===== src/rtl/multitrack_recorder_controller_if.sv =====
// ---------------------------------------------------------------------------
// multitrack_recorder_controller_if
//   Shared bus between the recorder controller and its bank of per-track
//   sample RAMs. One address bus is shared by all RAMs; each RAM has its own
//   enable and write strobe. Read data from all RAMs comes back concatenated,
//   track i in bits [i*DATA_WIDTH +: DATA_WIDTH], one cycle after the enable
//   and address were presented.
//
//   mem_addr   controller -> RAMs   shared address
//   mem_en     controller -> RAMs   per-RAM enable
//   mem_we     controller -> RAMs   per-RAM write strobe (one-hot)
//   mem_rdata  RAMs -> controller   concatenated read data
// ---------------------------------------------------------------------------
interface multitrack_recorder_controller_if #(
   parameter int NUM_TRACKS = 4,
   parameter int ADDR_WIDTH = 17,
   parameter int DATA_WIDTH = 16
);
   logic [ADDR_WIDTH-1:0]            mem_addr;
   logic [NUM_TRACKS-1:0]            mem_en;
   logic [NUM_TRACKS-1:0]            mem_we;
   logic [NUM_TRACKS*DATA_WIDTH-1:0] mem_rdata;

   modport master (
      output mem_addr,
      output mem_en,
      output mem_we,
      input  mem_rdata
   );

   modport slave (
      input  mem_addr,
      input  mem_en,
      input  mem_we,
      output mem_rdata
   );
endinterface


===== src/rtl/multitrack_recorder_controller.sv =====
// ---------------------------------------------------------------------------
// multitrack_recorder_controller
//   Sequences record and playback of NUM_TRACKS mono tracks held in per-track
//   sample RAMs. Sits between the mic deserializer, the speaker serializer and
//   the track RAM bank.
//
//   clock, reset_n         system clock, asynchronous active-low reset
//   record_start           one-cycle pulse: start recording track_sel
//   play_start             one-cycle pulse: start playing track_sel / the mix
//   stop                   one-cycle pulse: abort the current take
//   track_sel, mix_mode    sampled on an accepted start
//   mic_sample_done        level flag, rising edge = new sample on RAM bus
//   spk_sample_done        level flag, rising edge = play_data consumed
//   mic_enable             high while recording
//   speaker_enable         high while playing
//   mem                    RAM bank bus (address, enables, strobes, rdata)
//   play_data              registered sample to the serializer
//   track_valid            per-track "recorded since reset" flags
//   busy                   controller is not idle
//   dbg_state              current FSM state (0 idle, 1 record, 2 play)
//
// Handshake: the mic and speaker flags are levels owned by the serializers.
// A transfer happens only on a rising edge seen by the controller's own
// history registers (now & ~prev); a level that is already high when a take
// begins does not count until it has dropped and risen again. There is no
// back-pressure: every edge seen in RECORD writes one sample, every edge seen
// in PLAY advances one sample.
// ---------------------------------------------------------------------------
module multitrack_recorder_controller #(
   parameter int NUM_TRACKS  = 4,
   parameter int TRACK_BITS  = $clog2(NUM_TRACKS),
   parameter int ADDR_WIDTH  = 17,
   parameter int DATA_WIDTH  = 16,
   parameter int MAX_SAMPLES = 2**ADDR_WIDTH
) (
   input  logic                  clock,
   input  logic                  reset_n,
   input  logic                  record_start,
   input  logic                  play_start,
   input  logic                  stop,
   input  logic [TRACK_BITS-1:0] track_sel,
   input  logic                  mix_mode,
   input  logic                  mic_sample_done,
   input  logic                  spk_sample_done,
   output logic                  mic_enable,
   output logic                  speaker_enable,
   multitrack_recorder_controller_if.master mem,
   output logic [DATA_WIDTH-1:0] play_data,
   output logic [NUM_TRACKS-1:0] track_valid,
   output logic                  busy,
   output logic [1:0]            dbg_state
);

   typedef enum logic [1:0] {
      ST_IDLE   = 2'd0,
      ST_RECORD = 2'd1,
      ST_PLAY   = 2'd2
   } state_t;

   localparam int ACC_W = DATA_WIDTH + TRACK_BITS;
   localparam logic [ADDR_WIDTH-1:0] LAST_ADDR = ADDR_WIDTH'(MAX_SAMPLES - 1);
   localparam logic signed [ACC_W-1:0] SAT_MAX =
      {{(TRACK_BITS+1){1'b0}}, {(DATA_WIDTH-1){1'b1}}};
   localparam logic signed [ACC_W-1:0] SAT_MIN =
      {{(TRACK_BITS+1){1'b1}}, {(DATA_WIDTH-1){1'b0}}};

   state_t                  state_q, state_d;
   logic [ADDR_WIDTH-1:0]   addr_q, addr_d;
   logic [TRACK_BITS-1:0]   cur_track_q, cur_track_d;
   logic                    cur_mix_q, cur_mix_d;
   logic [NUM_TRACKS-1:0]   track_valid_q, track_valid_d;
   logic [DATA_WIDTH-1:0]   play_data_q, play_data_d;
   logic                    mic_prev_q, spk_prev_q;
   logic                    mic_en_q, spk_en_q, busy_q;
   logic [NUM_TRACKS-1:0]   mem_en_q, mem_en_d;
   logic [NUM_TRACKS-1:0]   mem_we_c;

   logic                    mic_evt, spk_evt;
   logic [NUM_TRACKS-1:0]   onehot_cur, onehot_nxt;
   logic [DATA_WIDTH-1:0]   rdata_sel;
   logic [DATA_WIDTH-1:0]   samp;
   logic signed [ACC_W-1:0] mix_acc;
   logic [DATA_WIDTH-1:0]   mix_sat;

   assign mic_evt = mic_sample_done & ~mic_prev_q;
   assign spk_evt = spk_sample_done & ~spk_prev_q;

   // Track decode for the current take and for the take being entered.
   always_comb begin
      onehot_cur = '0;
      onehot_nxt = '0;
      rdata_sel  = '0;
      for (int i = 0; i < NUM_TRACKS; i++) begin
         onehot_cur[i] = (cur_track_q == TRACK_BITS'(i));
         onehot_nxt[i] = (cur_track_d == TRACK_BITS'(i));
         if (cur_track_q == TRACK_BITS'(i))
            rdata_sel = mem.mem_rdata[i*DATA_WIDTH +: DATA_WIDTH];
      end
   end

   // Mix: sign-extended sum of every recorded track, wide enough that it
   // cannot overflow before saturation back to DATA_WIDTH.
   always_comb begin
      mix_acc = '0;
      samp    = '0;
      for (int i = 0; i < NUM_TRACKS; i++) begin
         samp = mem.mem_rdata[i*DATA_WIDTH +: DATA_WIDTH];
         if (track_valid_q[i])
            mix_acc = mix_acc + {{TRACK_BITS{samp[DATA_WIDTH-1]}}, samp};
      end
      if (mix_acc > SAT_MAX)
         mix_sat = {1'b0, {(DATA_WIDTH-1){1'b1}}};
      else if (mix_acc < SAT_MIN)
         mix_sat = {1'b1, {(DATA_WIDTH-1){1'b0}}};
      else
         mix_sat = mix_acc[DATA_WIDTH-1:0];
   end

   // Next-state logic. stop outranks record_start, which outranks play_start.
   always_comb begin
      state_d       = state_q;
      addr_d        = addr_q;
      cur_track_d   = cur_track_q;
      cur_mix_d     = cur_mix_q;
      track_valid_d = track_valid_q;
      play_data_d   = play_data_q;
      mem_we_c      = '0;
      case (state_q)
         ST_IDLE: begin
            play_data_d = '0;
            if (stop) begin
               state_d = ST_IDLE;
            end else if (record_start) begin
               state_d                  = ST_RECORD;
               addr_d                   = '0;
               cur_track_d              = track_sel;
               cur_mix_d                = 1'b0;
               track_valid_d[track_sel] = 1'b1;
            end else if (play_start) begin
               if (mix_mode ? (|track_valid_q) : track_valid_q[track_sel]) begin
                  state_d     = ST_PLAY;
                  addr_d      = '0;
                  cur_track_d = track_sel;
                  cur_mix_d   = mix_mode;
               end
            end
         end
         ST_RECORD: begin
            if (stop) begin
               // An edge coinciding with stop is dropped, not written.
               state_d = ST_IDLE;
               addr_d  = '0;
            end else if (mic_evt) begin
               mem_we_c = onehot_cur;
               if (addr_q == LAST_ADDR) begin
                  state_d = ST_IDLE;
                  addr_d  = '0;
               end else begin
                  addr_d = addr_q + 1'b1;
               end
            end
         end
         ST_PLAY: begin
            play_data_d = cur_mix_q ? mix_sat : rdata_sel;
            if (stop) begin
               state_d     = ST_IDLE;
               addr_d      = '0;
               play_data_d = '0;
            end else if (spk_evt) begin
               if (addr_q == LAST_ADDR) begin
                  state_d     = ST_IDLE;
                  addr_d      = '0;
                  play_data_d = '0;
               end else begin
                  addr_d = addr_q + 1'b1;
               end
            end
         end
         default: begin
            state_d     = ST_IDLE;
            addr_d      = '0;
            play_data_d = '0;
         end
      endcase
   end

   always_comb begin
      mem_en_d = '0;
      if (state_d == ST_RECORD)
         mem_en_d = onehot_nxt;
      else if (state_d == ST_PLAY)
         mem_en_d = cur_mix_d ? {NUM_TRACKS{1'b1}} : onehot_nxt;
   end

   // Single state register; the enables are decoded from the next state so
   // they leave a flop in the same cycle the state changes.
   always_ff @(posedge clock or negedge reset_n) begin
      if (!reset_n) begin
         state_q       <= ST_IDLE;
         addr_q        <= '0;
         cur_track_q   <= '0;
         cur_mix_q     <= 1'b0;
         track_valid_q <= '0;
         play_data_q   <= '0;
         mic_prev_q    <= 1'b0;
         spk_prev_q    <= 1'b0;
         mic_en_q      <= 1'b0;
         spk_en_q      <= 1'b0;
         busy_q        <= 1'b0;
         mem_en_q      <= '0;
      end else begin
         state_q       <= state_d;
         addr_q        <= addr_d;
         cur_track_q   <= cur_track_d;
         cur_mix_q     <= cur_mix_d;
         track_valid_q <= track_valid_d;
         play_data_q   <= play_data_d;
         mic_prev_q    <= mic_sample_done;
         spk_prev_q    <= spk_sample_done;
         mic_en_q      <= (state_d == ST_RECORD);
         spk_en_q      <= (state_d == ST_PLAY);
         busy_q        <= (state_d != ST_IDLE);
         mem_en_q      <= mem_en_d;
      end
   end

   assign mic_enable     = mic_en_q;
   assign speaker_enable = spk_en_q;
   assign busy           = busy_q;
   assign play_data      = play_data_q;
   assign track_valid    = track_valid_q;
   assign dbg_state      = state_q;
   assign mem.mem_addr   = addr_q;
   assign mem.mem_en     = mem_en_q;
   // The strobe is combinational so the write lands in the cycle of the edge;
   // it is gated by the registered state, so a reset removes it at once.
   assign mem.mem_we     = mem_we_c;

endmodule


===== src/flat_wrapper.sv =====
// flat-port wrapper written by rule: the top's interface ports become plain ports
module multitrack_recorder_controller_flat 
#(
   parameter int NUM_TRACKS  = 4,
   parameter int TRACK_BITS  = $clog2(NUM_TRACKS),
   parameter int ADDR_WIDTH  = 17,
   parameter int DATA_WIDTH  = 16,
   parameter int MAX_SAMPLES = 2**ADDR_WIDTH
)
  (clock, reset_n, record_start, play_start, stop, track_sel, mix_mode, mic_sample_done, spk_sample_done, mic_enable, speaker_enable, play_data, track_valid, busy, dbg_state, mem_mem_addr, mem_mem_en, mem_mem_we, mem_mem_rdata);
  multitrack_recorder_controller_if #(.NUM_TRACKS(NUM_TRACKS), .ADDR_WIDTH(ADDR_WIDTH), .DATA_WIDTH(DATA_WIDTH)) mem_i ();
  input  logic clock;
  input  logic reset_n;
  input  logic record_start;
  input  logic play_start;
  input  logic stop;
  input  logic [TRACK_BITS-1:0] track_sel;
  input  logic mix_mode;
  input  logic mic_sample_done;
  input  logic spk_sample_done;
  output logic mic_enable;
  output logic speaker_enable;
  output logic [DATA_WIDTH-1:0] play_data;
  output logic [NUM_TRACKS-1:0] track_valid;
  output logic busy;
  output logic [1:0] dbg_state;
  output wire logic [$bits(mem_i.mem_addr)-1:0] mem_mem_addr;
  output wire logic [$bits(mem_i.mem_en)-1:0] mem_mem_en;
  output wire logic [$bits(mem_i.mem_we)-1:0] mem_mem_we;
  input wire logic [$bits(mem_i.mem_rdata)-1:0] mem_mem_rdata;
  assign mem_mem_addr = mem_i.mem_addr;
  assign mem_mem_en = mem_i.mem_en;
  assign mem_mem_we = mem_i.mem_we;
  assign mem_i.mem_rdata = mem_mem_rdata;
  multitrack_recorder_controller #(.NUM_TRACKS(NUM_TRACKS), .TRACK_BITS(TRACK_BITS), .ADDR_WIDTH(ADDR_WIDTH), .DATA_WIDTH(DATA_WIDTH), .MAX_SAMPLES(MAX_SAMPLES)) u_core (.clock(clock), .reset_n(reset_n), .record_start(record_start), .play_start(play_start), .stop(stop), .track_sel(track_sel), .mix_mode(mix_mode), .mic_sample_done(mic_sample_done), .spk_sample_done(spk_sample_done), .mic_enable(mic_enable), .speaker_enable(speaker_enable), .mem(mem_i), .play_data(play_data), .track_valid(track_valid), .busy(busy), .dbg_state(dbg_state));
endmodule

===== config.mk =====
export PLATFORM = sky130hd
export DESIGN_NAME = multitrack_recorder_controller_flat
export DESIGN_NICKNAME = d
export VERILOG_FILES = /design/src/rtl/multitrack_recorder_controller_if.sv /design/src/rtl/multitrack_recorder_controller.sv /design/src/flat_wrapper.sv
export SDC_FILE = /design/constraint.sdc
export NUM_CORES = 1
export LEC_CHECK = 0
export ABC_CLOCK_PERIOD_IN_PS = 6620
export BUFFER_PORTS_ARGS = -buffer_cell sky130_fd_sc_hd__buf_2
export CAP_MARGIN = 20
export CORE_MARGIN = 1
export CORE_UTILIZATION = 27
export DETAILED_ROUTE_END_ITERATION = 6
export SYNTH_ARGS = -nofsm -noshare
export SYNTH_HDL_FRONTEND = slang
export SYNTH_SLANG_ARGS = --single-unit

===== constraint.sdc =====
create_clock -name clock -period 6.62 [get_ports clock]
set_input_delay 0.662 -clock clock [delete_from_list [all_inputs] [get_ports clock]]
set_output_delay 0.662 -clock clock [all_outputs]
set_load 0.05 [all_outputs]

==> metrics.txt <==
run status finished clean; async set-or-reset flop fraction in the synthesized netlist 100%; RSZ-0062 raised after global routing yes; Worst-Margin Slew 1.00 ns; GR peak layer met2; area growth from synthesis to layout 38.2%; Final period util 97.3%; via count 7,029; final antenna diode count 0; max-cap check violation count 0; count of endpoints failing hold in the final timing report 0; DRC errors left 0; final-report setup violation count 0; share of the yosys chip area belonging to registers 19.9%; Final Net Count 1,156; fin worst setup slack 0.178 ns; most common flop cell mapped by yosys sky130_fd_sc_hd__dfrtp_1; number of sinks handled by clock tree synthesis 51; x dimension of the die roughly 160 um; fraction of power consumed by combinational cells a little under 80%; setup slack after placement -0.530 ns; Clock Pin Slew Worst Setup and Hold Paths 0.06 ns; DR pass1 iterations 4; Congestion Overflow GR 0; average wire per standard cell 16.9 um; starting utilization of the core area 27.9%; family of cells with the greatest summed delay on the critical path compound AO/OA/AOI/OAI gates; clock tree from TritonCTS built; syn avg cell area 8.02 um^2; overall global routing resource usage between 10% and 20%; clock period minus final worst setup slack 6.44 ns; GR Util met2 29.6%; dpl cell area 0.00812 mm^2; first-pass GRT wire length 34,100 um; number of primary I/O pins 124; maximum number of pins on one net before global-route repair between 50 and 60; Power per Cell Area around 300 mW/mm^2; vias in the first global route 6,537; die height 156 um; area used by multi-input combinational logic around 0.0052 mm^2; switching share of power 44.3%; Synth cell types 84; crit-path max cell delay around 0.36 ns; met3 Track Usage GR 3.72%; half-perimeter wire length of the detailed placement result about 18,000 um; hold path depth 2; filler instances 2,383; r2r startpoint u_core.track_valid[0]; Worst Path Buf+Inv 5; number of nets still failing antenna checks after routing 0; Mapped Nets 927; peak supply drop about 0.13 mV; WL final 22,600 um; buffer levels on the longest clock path 2; internal power 1.51 mW; most used cell along the critical path sky130_fd_sc_hd__a21oi_2; post-synthesis instance area 0.00640 mm^2; maximum clock rate 0.155 GHz; CP Class primary input to register; Arrival @ worst endpoint 6.65 ns; via density per instance 5.24; count of hold-fix buffers inserted at cts 0; critical path peak fanout 7; core area 0.0229 mm^2; element type at the critical path end register; setup clock skew after layout 0.0121 ns; die area 0.0243 mm^2; Worst Reg-to-Reg Cells 31; critical path's slowest cell sky130_fd_sc_hd__a221o_1; net switching power of the design 1.20 mW; hold path endpoint u_core.play_data[15]; layout cell share with drive strength beyond 1 37.1%; required time at the endpoint of the critical path 6.82 ns; kind of path behind the tightest hold check register to register; final design area excluding fillers 0.00884 mm^2; reg-to-reg critical path endpoint u_core.play_data[7]; number of rows created at floorplan 55; drt initial violations between 400 and 500; root buffer cell sky130_fd_sc_hd__clkbuf_16; part of the power in the clock network 9.9%; startpoint types primary input; FF+latch count, synth between 50 and 60; total CTS buffers 5; sequential cell area 0.00128 mm^2; antenna violations before repair 3; weighted congestion reported at the end of routability-driven placement 0.920; total power around 2.7 mW; Leak Pwr 4.13 nW; reg2reg setup slack ~0.20 ns; met1 usage in global routing 23.8%; Synth Warn # 0; level count of the clock H-tree 2; critical hold path startpoint u_core.play_data[15]; clock latency reported for the late side of the worst-skew pair 0.30 ns; count of buffers inserted at the top-level ports 123; Max-slew headroom 33.1%; Syn Inst Count around 800; Seq pwr share 13.1%; number of max-slew violations in the final report 0; EDFF count, synth 0
==> cell usage in the layout (no fill, tap or decap), types with 19 or more instances in the layout <==
| master | synthesis | layout |
|---|---|---|
| sky130_fd_sc_hd__a21oi_1 | 76 | 62 |
| sky130_fd_sc_hd__a21o_1 | 19 | 19 |
| sky130_fd_sc_hd__ha_1 | 52 | 47 |
| sky130_fd_sc_hd__nand2_1 | 68 | 66 |
| sky130_fd_sc_hd__buf_2 | 4 | 123 |
| sky130_fd_sc_hd__buf_4 | 0 | 123 |
| sky130_fd_sc_hd__inv_1 | 31 | 30 |
| sky130_fd_sc_hd__xnor2_1 | 23 | 23 |
| sky130_fd_sc_hd__o21ai_0 | 79 | 70 |
| sky130_fd_sc_hd__dfrtp_1 | 51 | 50 |
| sky130_fd_sc_hd__nor2_1 | 76 | 76 |
==> metal layers <==
metal	wire, um	share of wire (%)
met1	9920	44
met2	10700	47
met3	1580	7.0
met4	365	1.6
met5	37	0.16
==> final cells by class <==
type	instances	share of cell area, %
Clock buffer	5	1.41
Clock inverter	3	0.255
Inverter	33	1.40
Multi-Input combinational cell	681	59.1
Sequential cell	51	14.4
Tap cell	313	4.43
Timing Repair Buffer	255	19.0
==> synth_stat cells, types with 3 or more instances <==
library cell | n | share of area (%)
sky130_fd_sc_hd__o21ai_0 | 79 | 6.2
sky130_fd_sc_hd__a21oi_1 | 76 | 5.9
sky130_fd_sc_hd__nor2_1 | 76 | 4.5
sky130_fd_sc_hd__nand2_1 | 68 | 4.0
sky130_fd_sc_hd__ha_1 | 52 | 10
sky130_fd_sc_hd__dfrtp_1 | 51 | 20
sky130_fd_sc_hd__inv_1 | 31 | 1.8
sky130_fd_sc_hd__clkbuf_1 | 24 | 1.4
sky130_fd_sc_hd__xnor2_1 | 23 | 3.1
sky130_fd_sc_hd__a21o_1 | 19 | 2.2
sky130_fd_sc_hd__and2_1 | 18 | 1.8
sky130_fd_sc_hd__and3_1 | 18 | 1.8
sky130_fd_sc_hd__mux4_2 | 17 | 6.0
sky130_fd_sc_hd__mux2_2 | 15 | 2.6
sky130_fd_sc_hd__a31oi_1 | 14 | 1.4
sky130_fd_sc_hd__nand3_1 | 14 | 1.1
sky130_fd_sc_hd__xor2_1 | 14 | 1.9
sky130_fd_sc_hd__o21a_1 | 13 | 1.5
sky130_fd_sc_hd__nor3_1 | 12 | 0.94
sky130_fd_sc_hd__mux2i_1 | 10 | 1.6
sky130_fd_sc_hd__a211oi_1 | 9 | 1.1
sky130_fd_sc_hd__nor2b_1 | 8 | 0.78
sky130_fd_sc_hd__o31ai_1 | 8 | 0.94
sky130_fd_sc_hd__o21ai_1 | 7 | 0.55
sky130_fd_sc_hd__a21boi_0 | 6 | 0.70
sky130_fd_sc_hd__nand2b_1 | 6 | 0.59
sky130_fd_sc_hd__or2_2 | 6 | 0.59
sky130_fd_sc_hd__or3_1 | 6 | 0.59
sky130_fd_sc_hd__o211ai_1 | 5 | 0.59
sky130_fd_sc_hd__o21bai_1 | 5 | 0.59
sky130_fd_sc_hd__buf_2 | 4 | 0.31
sky130_fd_sc_hd__nand4_1 | 4 | 0.39
sky130_fd_sc_hd__o311ai_0 | 4 | 0.55
sky130_fd_sc_hd__a211o_1 | 3 | 0.41
sky130_fd_sc_hd__a221oi_1 | 3 | 0.41
sky130_fd_sc_hd__fa_1 | 3 | 0.94
sky130_fd_sc_hd__nand3b_1 | 3 | 0.35
sky130_fd_sc_hd__nor3b_1 | 3 | 0.35
sky130_fd_sc_hd__o22ai_1 | 3 | 0.29
==> what timing repair did <==
item / in CTS / in global routing
pin swaps: 7 / 53
setup endpoints to repair: 14 / 16
buffers inserted: 7 / 14
gates cloned: 0 / 1
hold endpoints to repair: 0 / 0
gates resized for setup: 7 / 76
==> how the worst max path moves through the flow <==
stage                                startpoint                   to  slack, ns  cells after the start
after global routing      u_core.track_valid[0]  u_core.play_data[7]       -0.1                     31
after detailed placement       mem_mem_rdata[0]  u_core.play_data[0]      -0.53                     29
after global placement         mem_mem_rdata[0]  u_core.play_data[8]      -0.34                     31
final                          mem_mem_rdata[0]  u_core.play_data[7]       0.18                     32
after CTS                      mem_mem_rdata[0]  u_core.play_data[8]       0.01                     31
after floorplan           u_core.track_valid[0]  u_core.play_data[3]      0.004                     30
==> flip-flops by register name, summed over array words and instances, names as in the netlist, 2 cells and up <==
register,flops
u_core.mem.mem_addr,17
u_core.cur_track_q,2
u_core.track_valid,4
u_core.mem.mem_en,4
u_core.play_data,16
u_core.dbg_state,2
==> tightest hold or removal path, delay by kind of cell (launching register included) <==
kind	cells	cell delay, ns
DFF	1	0.34
and+or+nand+nor	2	0.10
==> stage by stage <==
step,utilization [%],instances,hold slack (ns),TNS [ns]
3_5_place_dp,35.5,1309,0.457,-6.86
2_1_floorplan,-,798,0.366,0
3_3_place_gp,35.5,1309,0.456,-4.32
6_report,38.6,1341,0.470,0
4_1_cts,36.4,1324,0.464,0
5_1_grt,38.6,1341,0.457,-0.353
==> power groups by stage <==
| stage | combinational [mW] | clock [mW] | sequential [mW] |
|---|---|---|---|
| 2_1_floorplan | 1.10 | 0 | 0.418 |
| 3_3_place_gp | 1.78 | 0 | 0.373 |
| 3_5_place_dp | 1.78 | 0 | 0.373 |
| 4_1_cts | 1.84 | 0.279 | 0.367 |
| 5_1_grt | 2.27 | 0.291 | 0.358 |
| 6_report | 2.08 | 0.268 | 0.354 |
==> cell families (layout without fill, tap and decap cells) <==
family | after synthesis | count (layout) | share of synthesized area (%)
muxes | 42 | 42 | 10.2
adders and majority gates | 56 | 56 | 11.3
xor gates and xnor gates | 37 | 37 | 5.06
and+or+nand+nor | 255 | 255 | 19.6
DFF | 51 | 51 | 19.9
buffers and inverters | 66 | 296 | 4.20
AOI/OAI and AO/OA | 291 | 291 | 29.8
Note: power is estimated with default switching activity, not from simulation.
